`src/rtl/fetch_ctrl.sv`:
```
// Instruction-fetch sequencer: owns the PC, issues one request at a time to a
// variable-latency instruction memory and hands fetched words to decode.
module fetch_ctrl #(
    parameter logic [31:0] RESET_PC = 32'h0000_0000,
    parameter int unsigned MAX_WAIT = 15
) (
    input  logic        clk,
    input  logic        rst_n,
    input  logic        PCsrc,
    input  logic [31:0] branch_addr,
    input  logic        stall,
    output logic        imem_req,
    output logic [31:0] imem_addr,
    input  logic        imem_valid,
    input  logic [31:0] imem_rdata,
    output logic [31:0] instruction,
    output logic [31:0] pc_out,
    output logic [31:0] new_addr,
    output logic        ins_valid,
    output logic        fetch_fault
);

    localparam int CW = $clog2(MAX_WAIT + 1);
    localparam logic [CW-1:0] LAST_WAIT = CW'(MAX_WAIT - 1);
    localparam logic [31:0] NOP = 32'h0000_0013;

    typedef enum logic [1:0] {
        S_FETCH,
        S_WAIT,
        S_OUT,
        S_FAULT
    } state_t;

    state_t          state_reg, state_next;
    logic [31:0]     pc_reg, pc_next;
    logic [31:0]     instr_reg, instr_next;
    logic [31:0]     pc_out_reg, pc_out_next;
    logic            ins_valid_reg;
    logic            fault_reg, fault_next;
    logic            discard_reg, discard_next;
    logic [CW-1:0]   wait_cnt_reg, wait_cnt_next;
    logic [31:0]     target;

    assign target = branch_addr & ~32'h0000_0003;

    always_ff @(posedge clk or negedge rst_n) begin
        if (!rst_n) begin
            state_reg     <= S_FETCH;
            pc_reg        <= RESET_PC;
            instr_reg     <= NOP;
            pc_out_reg    <= RESET_PC;
            ins_valid_reg <= 1'b0;
            fault_reg     <= 1'b0;
            discard_reg   <= 1'b0;
            wait_cnt_reg  <= '0;
        end else begin
            state_reg     <= state_next;
            pc_reg        <= pc_next;
            instr_reg     <= instr_next;
            pc_out_reg    <= pc_out_next;
            ins_valid_reg <= (state_next == S_OUT);
            fault_reg     <= fault_next;
            discard_reg   <= discard_next;
            wait_cnt_reg  <= wait_cnt_next;
        end
    end

    always_comb begin
        state_next    = state_reg;
        pc_next       = pc_reg;
        instr_next    = instr_reg;
        pc_out_next   = pc_out_reg;
        fault_next    = fault_reg;
        discard_next  = discard_reg;
        wait_cnt_next = wait_cnt_reg;
        imem_req      = 1'b0;

        case (state_reg)
            S_FETCH: begin
                // The request always goes out with the current pc; a same-cycle
                // redirect just marks its response as stale.
                imem_req      = 1'b1;
                wait_cnt_next = '0;
                state_next    = S_WAIT;
                if (PCsrc) begin
                    pc_next      = target;
                    discard_next = 1'b1;
                end
            end
            S_WAIT: begin
                wait_cnt_next = wait_cnt_reg + CW'(1);
                if (imem_valid) begin
                    if (discard_reg || PCsrc) begin
                        discard_next = 1'b0;
                        state_next   = S_FETCH;
                        if (PCsrc) pc_next = target;
                    end else begin
                        instr_next  = imem_rdata;
                        pc_out_next = pc_reg;
                        state_next  = S_OUT;
                    end
                end else begin
                    if (PCsrc) begin
                        pc_next      = target;
                        discard_next = 1'b1;
                    end
                    if (wait_cnt_reg == LAST_WAIT) begin
                        fault_next = 1'b1;
                        state_next = S_FAULT;
                    end
                end
            end
            S_OUT: begin
                if (PCsrc) begin
                    pc_next    = target;
                    state_next = S_FETCH;
                end else if (!stall) begin
                    pc_next    = pc_reg + 32'd4;
                    state_next = S_FETCH;
                end
            end
            S_FAULT: begin
                state_next = S_FAULT;
            end
            default: begin
                state_next = S_FETCH;
            end
        endcase
    end

    assign imem_addr   = pc_reg;
    assign instruction = instr_reg;
    assign pc_out      = pc_out_reg;
    assign new_addr    = pc_out_reg + 32'd4;
    assign ins_valid   = ins_valid_reg;
    assign fetch_fault = fault_reg;

endmodule

```
`config.mk`:
```
export PLATFORM = sky130hd
export DESIGN_NAME = fetch_ctrl
export DESIGN_NICKNAME = d
export VERILOG_FILES = /design/src/rtl/fetch_ctrl.sv
export SDC_FILE = /design/constraint.sdc
export NUM_CORES = 1
export LEC_CHECK = 0
export ABC_AREA = 1
export BUFFER_PORTS_ARGS = -buffer_cell sky130_fd_sc_hd__buf_2
export CORE_MARGIN = 2
export CORE_UTILIZATION = 55
export DETAILED_ROUTE_END_ITERATION = 10
export GPL_ROUTABILITY_DRIVEN = 0
export PLACE_DENSITY = 0.95
export SYNTH_ARGS = -nofsm -noshare
export SYNTH_HDL_FRONTEND = slang
export SYNTH_SLANG_ARGS = --single-unit
```
`constraint.sdc`:
```
create_clock -name clk -period 3.68 [get_ports clk]
set_input_delay 0.552 -clock clk [delete_from_list [all_inputs] [get_ports clk]]
set_output_delay 0.552 -clock clk [all_outputs]
set_load 0.05 [all_outputs]
```
After elaboration in Yosys (flattened, before gate mapping)
Index checks and enable logic that the tools add are counted.
{ "classes": {"n_reduce_logical": 8, "order_cmp": 0, "shift": 0, "div_mod_pow": 0, "bitwise": 2, "multipliers": 0, "mux": 18, "addsub": 3, "n_eq_ne": 7} }
{ "ops": {"columns": ["op", "n"], "rows": [
  ["$mux W32", 5],
  ["$pmux W32 S3", 1],
  ["$add A32 B3 Y32 const B", 2],
  ["$mux W2", 5],
  ["$reduce_and A3 Y1", 3],
  ["$pmux W2 S4", 1],
  ["$pmux W4 S2", 1],
  ["$eq A2 B2 Y1 const B", 3],
  ["$ne A3 B3 Y1 const B", 2],
  ["$add A4 B1 Y4 const B", 1],
  ["$eq A4 B4 Y1 const B", 1],
  ["$mux W1", 4],
  ["$reduce_bool A3 Y1", 1],
  ["$eq A2 B1 Y1 const B", 1],
  ["$logic_not A2 Y1", 1],
  ["$not A1 Y1", 2],
  ["$pmux W1 S2", 1],
  ["$reduce_and A2 Y1", 1],
  ["$reduce_bool A2 Y1", 1],
  ["$logic_or A1 B1 Y1", 1]
]} }
{ "totals": {"rom_bits": 0, "regBits": 105, "latch_bits": 0, "word_cells": 46, "output_inout_bits": 131, "ram_bits": 0, "mem_count": 0, "input_bits": 69} }

Depth between registers and ports, before layout
{ "depth": {"depth_word": 5, "ltp_mapped": 11, "mapped_depth_nobuf": 11} }

Least setup slack after synthesis
OpenSTA, ideal clock, no wires.
{ "synth_timing": {"path_type": "reg2out", "from": "register pc_out_reg[3], in the netlist pc_out[3]", "to": "output new_addr[22]", "t_required_ns": 3.128, "path_stages_with_launch": 7, "n_path_buf": 0, "arrival_ns": 2.365, "slack_ns": 0.763, "path_cell_list": "dfrtp_1 > ha_1 > inv_1 > nor3_1 > inv_1 > nor3_1 > xor2_1"} }
{ "synth_between": {"elab_chain_len": 1} }
{ "synth_rtl": {"columns": ["element", "line", "source"], "rows": [
  ["start: declaration", "37", "logic [31:0] pc_out_reg, pc_out_next;"],
  ["start signal: assignment", "60", "pc_out_reg <= pc_out_next;"],
  ["$add A32 B3 Y32", "134", "assign new_addr = pc_out_reg + 32'd4;"],
  ["end: declaration", "18", "output logic [31:0] new_addr,"]
]} }
Every way passes these cells.

Final worst setup path
Same ends and word-level chain as after synthesis.

==> results.cfg <==
[detailed_routing]
drc = 0
post_drt_wl_per_cell_um = 14.3
drtAntennaViolNets = 0
viasPerCell = 5.33
num_vias = 6119
wl_um = 16400
dr.pass1.iters = 5
drtIter0Drc = 385

[synthesis]
synth_cell_type_count = 34
yosysSeqAreaShare_pct = 43.7
postSynthRegisterBits = 101
synth_area_leaders = dfrtp_1 (42%), nand2_1 (22%), nor2_1 (5.8%), nand3_1 (3.8%), inv_1 (3.7%)
syn_avg_cell_area_sq_um = 7.02
synth-warning-count = 0
yosys.area.top_type = dfrtp_1
netlist_area_sq_um = 5790
synth_top_area_share_pct = 42.4
synthCells = 825

[critical_path]
cp.arrival_ns = 2.37
required_ns = 3.13
cp-start-kind = flip-flop
worstSetupPathType = reg2out
cp_max_fo = 4
endpoint_kind = primary output

[run]
cap_violations = 0

[layout]
nFillCells = 876
drive_above_1_share_pct = 23.5
fin_nets = 1080
syn2layout_area_growth_pct = 21.0
antenna_cells = 0
largest_reg_flops = 32
postLayoutCellArea_sq_um = 7010
final_cells = 1148

[global_route]
track_usage_pct = 29.5
grt_remaining_overflow = 0
grt_pass1_wl_um = 26600
grt_pass1_vias = 5489
grt_max_degree = 66
antenna_found_initial = 0

[timing]
fin_tns_setup_ns = 0
period_share_pct = 79.4
tightestPinTransition_ns = 0.715
clock_skew_ns = 0.0104
slew_headroom_pct = 51.9
grt_setup_unrepaired = no
setup_violations = 0
drv_slew = 0
hold_violations = 0
fmax_mhz = 342
min_period_ns = 2.92

[cts]
clock-root-buffer = clkbuf_8
clk-insertion-delay-late_ns = 0.36
cts_resized = 0
clock-sinks = 101
hold_buffers = 0
path_clk_slew_ns = 0.11
htree_levels = 3
numCtsBuffers = 9
post_cts_buffers = 0
cts_buffer_depth = 2
tritoncts = yes

[placed_design]
post-dp-hpwl_um = 12400
placedInstanceArea_sq_um = 6810
port_buffers = 191
placed_cells = 1132

[pwr]
p_seq_share_pct = 58.1
power_frac_comb_pct = 4.7
powerDensity_nw_per_um2 = 272
ir_drop_v = 0.000288
switching_share_pct = 26.0
internal_power_mw = 1.41
pwr-share-clk_pct = 37.1
p_leak_nw = 3.72
power.switching_mw = 0.497

[floorplanning]
core-area_sq_um = 10300
die_x_um = 107
start_util_pct = 56.3
num_rows = 37
die_area_sq_um = 11400
io_pins = 200
die_y_um = 107

[worst_hold_path]
hp-class = in2async

[status]
status = completed
-- cell type report --
type | instances | area (sq um) | area share, %
clock inverters | 7 | 78.8 | 1.12
inverters | 60 | 228 | 3.25
multi-input cells | 639 | 2880 | 41.1
flip-flops and latches | 101 | 2530 | 36.1
repair buffers | 196 | 996 | 14.2
well taps | 136 | 170 | 2.43
clock buffers | 9 | 124 | 1.77
-- path summary, 6_finish.rpt --
check | startpoint | to | slack (ns) | depth (start not counted)
worst max-delay path | pc_out[3] | new_addr[22] | 0.76 | 7
worst min-delay path | rst_n | instruction[8] | 0.13 | 1
worst max register to register | state_reg[1] | imem_addr[21] | 1.59 | 10
worst min register to register | instruction[4] | instruction[4] | 0.47 | 2
max in group asynchronous | rst_n | instruction[4] | 2.69 | 2
min in group clk | imem_rdata[21] | instruction[21] | 0.38 | 3
-- cells in the final DEF (no fill, tap or decap) --
cell type / Yosys / final
o21ai_1: 2 / 2
o211ai_1: 1 / 1
nor3_4: 1 / 1
dfstp_2: 3 / 3
nand2_2: 2 / 2
inv_2: 2 / 2
xor2_1: 20 / 20
nor3_1: 18 / 18
o22ai_1: 3 / 3
conb_1: 1 / 6
nor2_4: 0 / 1
nor2_2: 6 / 6
inv_1: 57 / 57
clkbuf_8: 0 / 9
buf_2: 16 / 190
o21ai_2: 1 / 1
nand2_1: 343 / 343
o21ai_0: 42 / 42
nand4_1: 10 / 10
inv_4: 1 / 1
inv_8: 0 / 1
buf_4: 8 / 6
ha_1: 4 / 4
nand3_1: 44 / 44
nand3b_1: 4 / 4
nor2_1: 90 / 89
clkinv_8: 0 / 2
a21oi_1: 20 / 20
nor2_8: 1 / 1
o21a_1: 4 / 4
nand2b_1: 1 / 1
xnor2_1: 6 / 6
nand3_2: 1 / 1
dfrtp_1: 98 / 98
inv_6: 0 / 2
nor4_1: 2 / 2
clkinv_4: 0 / 2
or2_2: 7 / 7
-- kinds of logic (layout without fill, tap and decap cells) --
logic type                 Yosys count  count (layout)  synth area share [%]
and+or+nand+nor                    530             530                  37.8
AOI/OAI and AO/OA                   73              73                  6.66
other                                1               6                0.0648
buffers and inverters               90             272                  7.00
DFF                                101             101                  43.7
xor gates and xnor gates            26              26                  3.93
adders and majority gates            4               4                 0.864
-- power by group through the flow --
stage | combinational (mW) | clock [mW] | sequential [mW]
2_1_floorplan | 0.0319 | 0 | 1.13
4_1_cts | 0.0914 | 0.718 | 1.11
5_1_grt | 0.101 | 0.758 | 1.11
3_3_place_gp | 0.0902 | 0 | 1.13
6_report | 0.0902 | 0.709 | 1.11
3_5_place_dp | 0.0910 | 0 | 1.13
-- synth_stat cells --
| cell type | n |
|---|---|
| nand2_1 | 343 |
| dfrtp_1 | 98 |
| nor2_1 | 90 |
| inv_1 | 57 |
| nand3_1 | 44 |
| o21ai_0 | 42 |
| a21oi_1 | 20 |
| xor2_1 | 20 |
| nor3_1 | 18 |
| buf_2 | 16 |
| nand4_1 | 10 |
| buf_4 | 8 |
| or2_2 | 7 |
| nor2_2 | 6 |
| xnor2_1 | 6 |
| clkbuf_1 | 4 |
| ha_1 | 4 |
| nand3b_1 | 4 |
| o21a_1 | 4 |
| dfstp_2 | 3 |
| o22ai_1 | 3 |
| buf_6 | 2 |
| inv_2 | 2 |
| nand2_2 | 2 |
| nor4_1 | 2 |
| o21ai_1 | 2 |
| conb_1 | 1 |
| inv_4 | 1 |
| nand2b_1 | 1 |
| nand3_2 | 1 |
| nor2_8 | 1 |
| nor3_4 | 1 |
| o211ai_1 | 1 |
| o21ai_2 | 1 |
-- worst max-delay path, cell delays in order, from the launching register on --
cell and delay (ns):
dfrtp_1 0.40, ha_1 0.23, inv_1 0.11, nor3_1 0.43
inv_1 0.12, nor3_1 0.29, xor2_1 0.16, buf_2 0.28
-- layer usage --
| metal | wire length (um) | share of wire, % | track usage, % | vias to the layer above |
|---|---|---|---|---|
| li1 | - | - | - | 2960 |
| met1 | 6850 | 42 | 40.7 | 2764 |
| met2 | 7450 | 45 | 46.6 | 356 |
| met3 | 1710 | 10 | 6.44 | 39 |
| met4 | 389 | 2.4 | 9.74 | 0 |
| met5 | 0 | 0 | 0 | - |
-- through the flow --
stage / total power, mW / hold slack [ns] / utilization (%) / setup WS, ns
floorplan: 1.16 / 0.256 / - / 0.763
global placement: 1.22 / 0.445 / 66.2 / 1.22
detailed placement: 1.22 / 0.455 / 66.2 / 1.20
CTS: 1.92 / 0.142 / 68.2 / 0.798
global route: 1.97 / 0.145 / 68.2 / 0.594
finish: 1.91 / 0.127 / 68.2 / 0.758
(Power assumes the default switching activity.)
